==> src/rtl/mmio_capture.sv <==
// mmio_capture: watches CPU stores to N_PORTS consecutive word addresses
// starting at BASE_ADDR and queues {port, data} into a first-word-fall-through
// FIFO. A store to HALT_PORT, or TIMEOUT running cycles, stops further capture.
// The FIFO can still be drained after capture has stopped.
//
// Ports:
//   clk, reset              single clock, synchronous active-high reset
//   memwrite/dataadr/       CPU store strobe, byte address and data
//   writedata
//   rd_en                   pop request; ignored while empty
//   rd_data/rd_port         head-of-FIFO entry, valid while empty=0
//   empty/full/count        FIFO occupancy
//   overflow                sticky: a capture was dropped because the FIFO was full
//   halted                  sticky: a halt-port store was captured
//   timeout                 sticky: TIMEOUT cycles elapsed without a halt
//   cycle_count             running cycles since reset
module mmio_capture #(
  parameter int unsigned WIDTH     = 32,
  parameter int unsigned N_PORTS   = 4,
  parameter int unsigned DEPTH     = 8,
  parameter int unsigned BASE_ADDR = 0,
  parameter int unsigned HALT_PORT = 0,
  parameter int unsigned TIMEOUT   = 1000,
  localparam int unsigned PW = $clog2(N_PORTS),
  localparam int unsigned CW = $clog2(DEPTH + 1),
  localparam int unsigned AW = $clog2(DEPTH)
) (
  input  logic             clk,
  input  logic             reset,
  input  logic             memwrite,
  input  logic [WIDTH-1:0] dataadr,
  input  logic [WIDTH-1:0] writedata,
  input  logic             rd_en,
  output logic [WIDTH-1:0] rd_data,
  output logic [PW-1:0]    rd_port,
  output logic             empty,
  output logic             full,
  output logic [CW-1:0]    count,
  output logic             overflow,
  output logic             halted,
  output logic             timeout,
  output logic [31:0]      cycle_count
);

  logic [WIDTH-1:0] mem_data [DEPTH];
  logic [PW-1:0]    mem_port [DEPTH];
  logic [AW-1:0]    rd_ptr;
  logic [AW-1:0]    wr_ptr;

  logic          addr_hit;
  logic [PW-1:0] hit_port;
  logic          running;
  logic          capture;
  logic          do_pop;
  logic          do_push;
  logic          drop;
  logic          halt_hit;
  logic          tick_to;

  // Decode the store address against every watched word address.
  always_comb begin
    addr_hit = 1'b0;
    hit_port = '0;
    for (int unsigned i = 0; i < N_PORTS; i++) begin
      if (dataadr == WIDTH'(BASE_ADDR + 4 * i)) begin
        addr_hit = 1'b1;
        hit_port = PW'(i);
      end
    end
  end

  assign empty    = (count == '0);
  assign full     = (count == CW'(DEPTH));
  assign running  = ~halted & ~timeout;
  assign capture  = memwrite & addr_hit & running;
  assign do_pop   = rd_en & ~empty;
  // A full FIFO still accepts a capture when the head leaves on the same edge.
  assign do_push  = capture & (~full | do_pop);
  assign drop     = capture & full & ~do_pop;
  assign halt_hit = capture & (hit_port == PW'(HALT_PORT));
  assign tick_to  = (cycle_count == 32'(TIMEOUT - 1));

  assign rd_data = mem_data[rd_ptr];
  assign rd_port = mem_port[rd_ptr];

  // Storage is not reset; only the pointers and occupancy define validity.
  always_ff @(posedge clk) begin
    if (do_push) begin
      mem_data[wr_ptr] <= writedata;
      mem_port[wr_ptr] <= hit_port;
    end
  end

  always_ff @(posedge clk) begin
    if (reset) begin
      rd_ptr      <= '0;
      wr_ptr      <= '0;
      count       <= '0;
      overflow    <= 1'b0;
      halted      <= 1'b0;
      timeout     <= 1'b0;
      cycle_count <= '0;
    end else begin
      if (do_pop) begin
        rd_ptr <= rd_ptr + AW'(1);
      end
      if (do_push) begin
        wr_ptr <= wr_ptr + AW'(1);
      end
      if (do_push && !do_pop) begin
        count <= count + CW'(1);
      end else if (do_pop && !do_push) begin
        count <= count - CW'(1);
      end
      if (drop) begin
        overflow <= 1'b1;
      end
      if (halt_hit) begin
        halted <= 1'b1;
      end
      if (running) begin
        cycle_count <= cycle_count + 32'd1;
        // A halt on the same edge takes precedence over the timeout.
        if (tick_to && !halt_hit) begin
          timeout <= 1'b1;
        end
      end
    end
  end

endmodule

==> config.mk <==
export PLATFORM = sky130hd
export DESIGN_NAME = mmio_capture
export DESIGN_NICKNAME = d
export VERILOG_FILES = /design/src/rtl/mmio_capture.sv
export SDC_FILE = /design/constraint.sdc
export NUM_CORES = 1
export LEC_CHECK = 0
export CAP_MARGIN = 0
export CORE_ASPECT_RATIO = 1.2
export CORE_MARGIN = 1.5
export CORE_UTILIZATION = 47
export DETAILED_ROUTE_END_ITERATION = 8
export PLACE_DENSITY = 0.71
export SLEW_MARGIN = 10
export SYNTH_ARGS = -nofsm -noshare
export SYNTH_HDL_FRONTEND = slang
export SYNTH_SLANG_ARGS = --single-unit
==> constraint.sdc <==
create_clock -name clk -period 5.5 [get_ports clk]
set_input_delay 1.375 -clock clk [delete_from_list [all_inputs] [get_ports clk]]
set_output_delay 1.375 -clock clk [all_outputs]
set_load 0.02 [all_outputs]
==> results.yml <==
placed_design:
  place_hpwl_um: 14500
  gp_congestion: 0.803
  dp_cells: 1132
  dpl-instance-area_sq_um: 14500
  io_buffer_count: 142
power:
  vdd_drop_max_mv: 0.370
  total_leakage_power_uw: 0.00471
  power.density_nw_per_um2: 365
timing:
  worst_pin_slew_ns: 1.07
  setup_viol: 0
  period_minus_slack_ns: 4.45
  fin_hold_ws_ns: 0.491
  finClkSkew_ns: 0.0153
  fin_crit_sh: 0.809
  setup_tns_ns: 0
  rsz0062_at_grt: "false"
  final-hold-violation-count: 0
  max_freq_mhz: 225
  relSlewSlack: 0.287
  drv_slew: 0
clock_tree:
  clk_pin_slew_ns: 0.06
  cts_tree: "done"
  root_buffer: "clkbuf_16"
  holdBufCountCts: 0
  ctsLongestPathBuffers: 3
  post_cts_buffers: 0
  clock-sinks: 320
  clkLatencyLatePin_ns: 0.54
  cts-buffers-inserted: 30
  htree_num_levels: 1
  post_cts_resized: 0
routing:
  first_pass_iters: 4
  final_antenna_net_count: 0
  drt_iter0_markers: 473
  route.detailed.drc: 0
  postRouteWirelength_um: 25500
  avgRoutedWirePerCell_um: 21.5
  vias_per_cell: 5.69
  vias: 6747
yosys:
  synth_edf_count: 272
  synth.area.top_cells: "edfxtp_1, mux4_2, dfxtp_1"
  synth_cell_types: 47
  synth-seq-area-share: 0.723
  synth_warnings: 0
  synth.avg_cell_area_sq_um: 18.6
  synth_seq_cells: 320
  synth_fp_nets: 754
  synth_top_area_frac: 0.647
  synth_area_sq_um: 12600
  async_reset_ff_frac: 0
  syn_inst: 679
  synthFlopType: "edfxtp_1"
  synth_top_area_cell: "edfxtp_1"
grt:
  grt_max_degree: 69
  antenna_found_initial: 0
  grt_pass1_vias: 7209
  grt.overflow.total: 0
  grt_use_total: 0.185
  grt_pass1_wl_um: 40000
final_layout:
  area_delta_synth_final_pct: 21.7
  final_cell_count_no_fill: 1186
  antenna_cells: 0
  layout_common_cells: "edfxtp_1, clkdlybuf4s50_1, mux4_2"
  layout_commonest_cell: "edfxtp_1"
  utilization: 0.583
  drive_gt1_frac: 0.197
  final_nets: 904
  final_area_sq_um: 15400
die:
  initial_core_util: 0.479
  die_area_sq_um: 27800
  die_w_um: 153
  die_y_um: 182
  rows: 65
  core_area_sq_um: 26400
  pin_count: 143
setup_path:
  worst-setup-path-type: "reg -> out"
  timing.rr.end: "count[3]$_SDFFE_PP0P_"
  rrSetupSlack_ns: 2.33
  crit_path_end: "rd_data[4]"
  ff2ff_path_depth: 10
  crit_fanout: 46
  worstPathArrival_ns: 3.07
  required_ns: 4.12
  critPathLaunchType: "flop"
  rr_startpoint: "timeout$_SDFFE_PP0P_"
  end_kind: "output port"
run_status:
  status: "finished, final reports clean"
flow_run:
  drv_cap: 0
hold_path:
  hold_path.class: "reg -> reg"
cells by family after synthesis:
group	count (synthesis)	synth area share
DFF	320	0.723
and+or+nand+nor	134	0.0623
muxes	110	0.158
AOI/OAI and AO/OA	51	0.0245
buffers and inverters	43	0.0141
xor gates and xnor gates	14	0.00972
adders and majority gates	7	0.00754
layout make-up:
cell class | instances | area (sq um)
well taps | 335 | 419
repair buffers | 152 | 1510
inverters | 9 | 33.8
clock buffers | 40 | 810
fillers | 1997 | 11000
clock inverters | 14 | 100
multi-input cells | 316 | 3350
flip-flops and latches | 320 | 9140
worst min path at each step:
| stage | slack [ns] | cells after the start | from | end |
|---|---|---|---|---|
| 2_1_floorplan | 0.49 | 2 | rd_ptr[2]$_SDFFE_PP0P_ | flop |
| 3_3_place_gp | 0.47 | 1 | overflow$_SDFFE_PP0P_ | overflow$_SDFFE_PP0P_ |
| 3_5_place_dp | 0.47 | 1 | overflow$_SDFFE_PP0P_ | overflow$_SDFFE_PP0P_ |
| 4_1_cts | 0.49 | 1 | overflow$_SDFFE_PP0P_ | overflow$_SDFFE_PP0P_ |
| 5_1_grt | 0.51 | 1 | overflow$_SDFFE_PP0P_ | overflow$_SDFFE_PP0P_ |
| 6_report | 0.49 | 1 | overflow$_SDFFE_PP0P_ | overflow$_SDFFE_PP0P_ |
cells in the mapped netlist (2+ instances only):
| cell | n |
|---|---|
| edfxtp_1 | 272 |
| mux4_2 | 68 |
| dfxtp_1 | 48 |
| mux2_2 | 35 |
| nor2_1 | 31 |
| a21oi_1 | 23 |
| clkbuf_1 | 23 |
| nor4_1 | 16 |
| or4_1 | 14 |
| nand2_1 | 12 |
| o31ai_1 | 12 |
| nand4_1 | 11 |
| inv_1 | 9 |
| nand3_1 | 8 |
| o21ai_0 | 8 |
| or3_1 | 8 |
| buf_2 | 7 |
| xnor2_1 | 7 |
| xor2_1 | 7 |
| ha_1 | 6 |
| and2_1 | 4 |
| and4_1 | 4 |
| mux2i_1 | 4 |
| nor2b_1 | 4 |
| nor3_1 | 4 |
| buf_1 | 3 |
| mux2_1 | 3 |
| nand2b_1 | 3 |
| nor4b_1 | 3 |
| and3_1 | 2 |
| and4b_1 | 2 |
| nor3b_1 | 2 |
| o21ba_1 | 2 |
per-layer routing:
layer / GRT usage / wire [um] / vias up
met5: 0 / 0 / -
met3: 0.0311 / 1270 / 34
li1: - / - / 3065
met4: 0.0469 / 503 / 0
met1: 0.234 / 10600 / 3438
met2: 0.332 / 13100 / 210
worst max-delay path: stages, from the launching register on:
cell and delay [ns]:
dfxtp_4 0.67, buf_12 0.40, mux4_2 0.55, mux2_2 0.31
clkdlybuf4s50_1 0.55
flip-flops by register name (all words and copies together), names as in the netlist, named ones only:
signal and cells:
count 4, wr_ptr 3, rd_ptr 3, cycle_count 32
timeout 1, mem_port 16, overflow 1, halted 1
mem_data 256
through the flow:
| stage | worst slack [ns] | total power (uW) |
|---|---|---|
| floorplan | 0.149 | 3410 |
| global route | 0.854 | 5830 |
| finish | 1.05 | 5600 |
| global placement | 0.901 | 3730 |
| detailed placement | 0.735 | 3760 |
| CTS | 0.962 | 5660 |
power breakdown:
part           internal [uW]  switching, uW  total, uW  leakage, uW
Combinational            550            407        957      0.00147
Clock                   1080            836       1910     0.000441
Sequential              2650           81.3       2730      0.00280
Power figures use the tool's default switching activity.
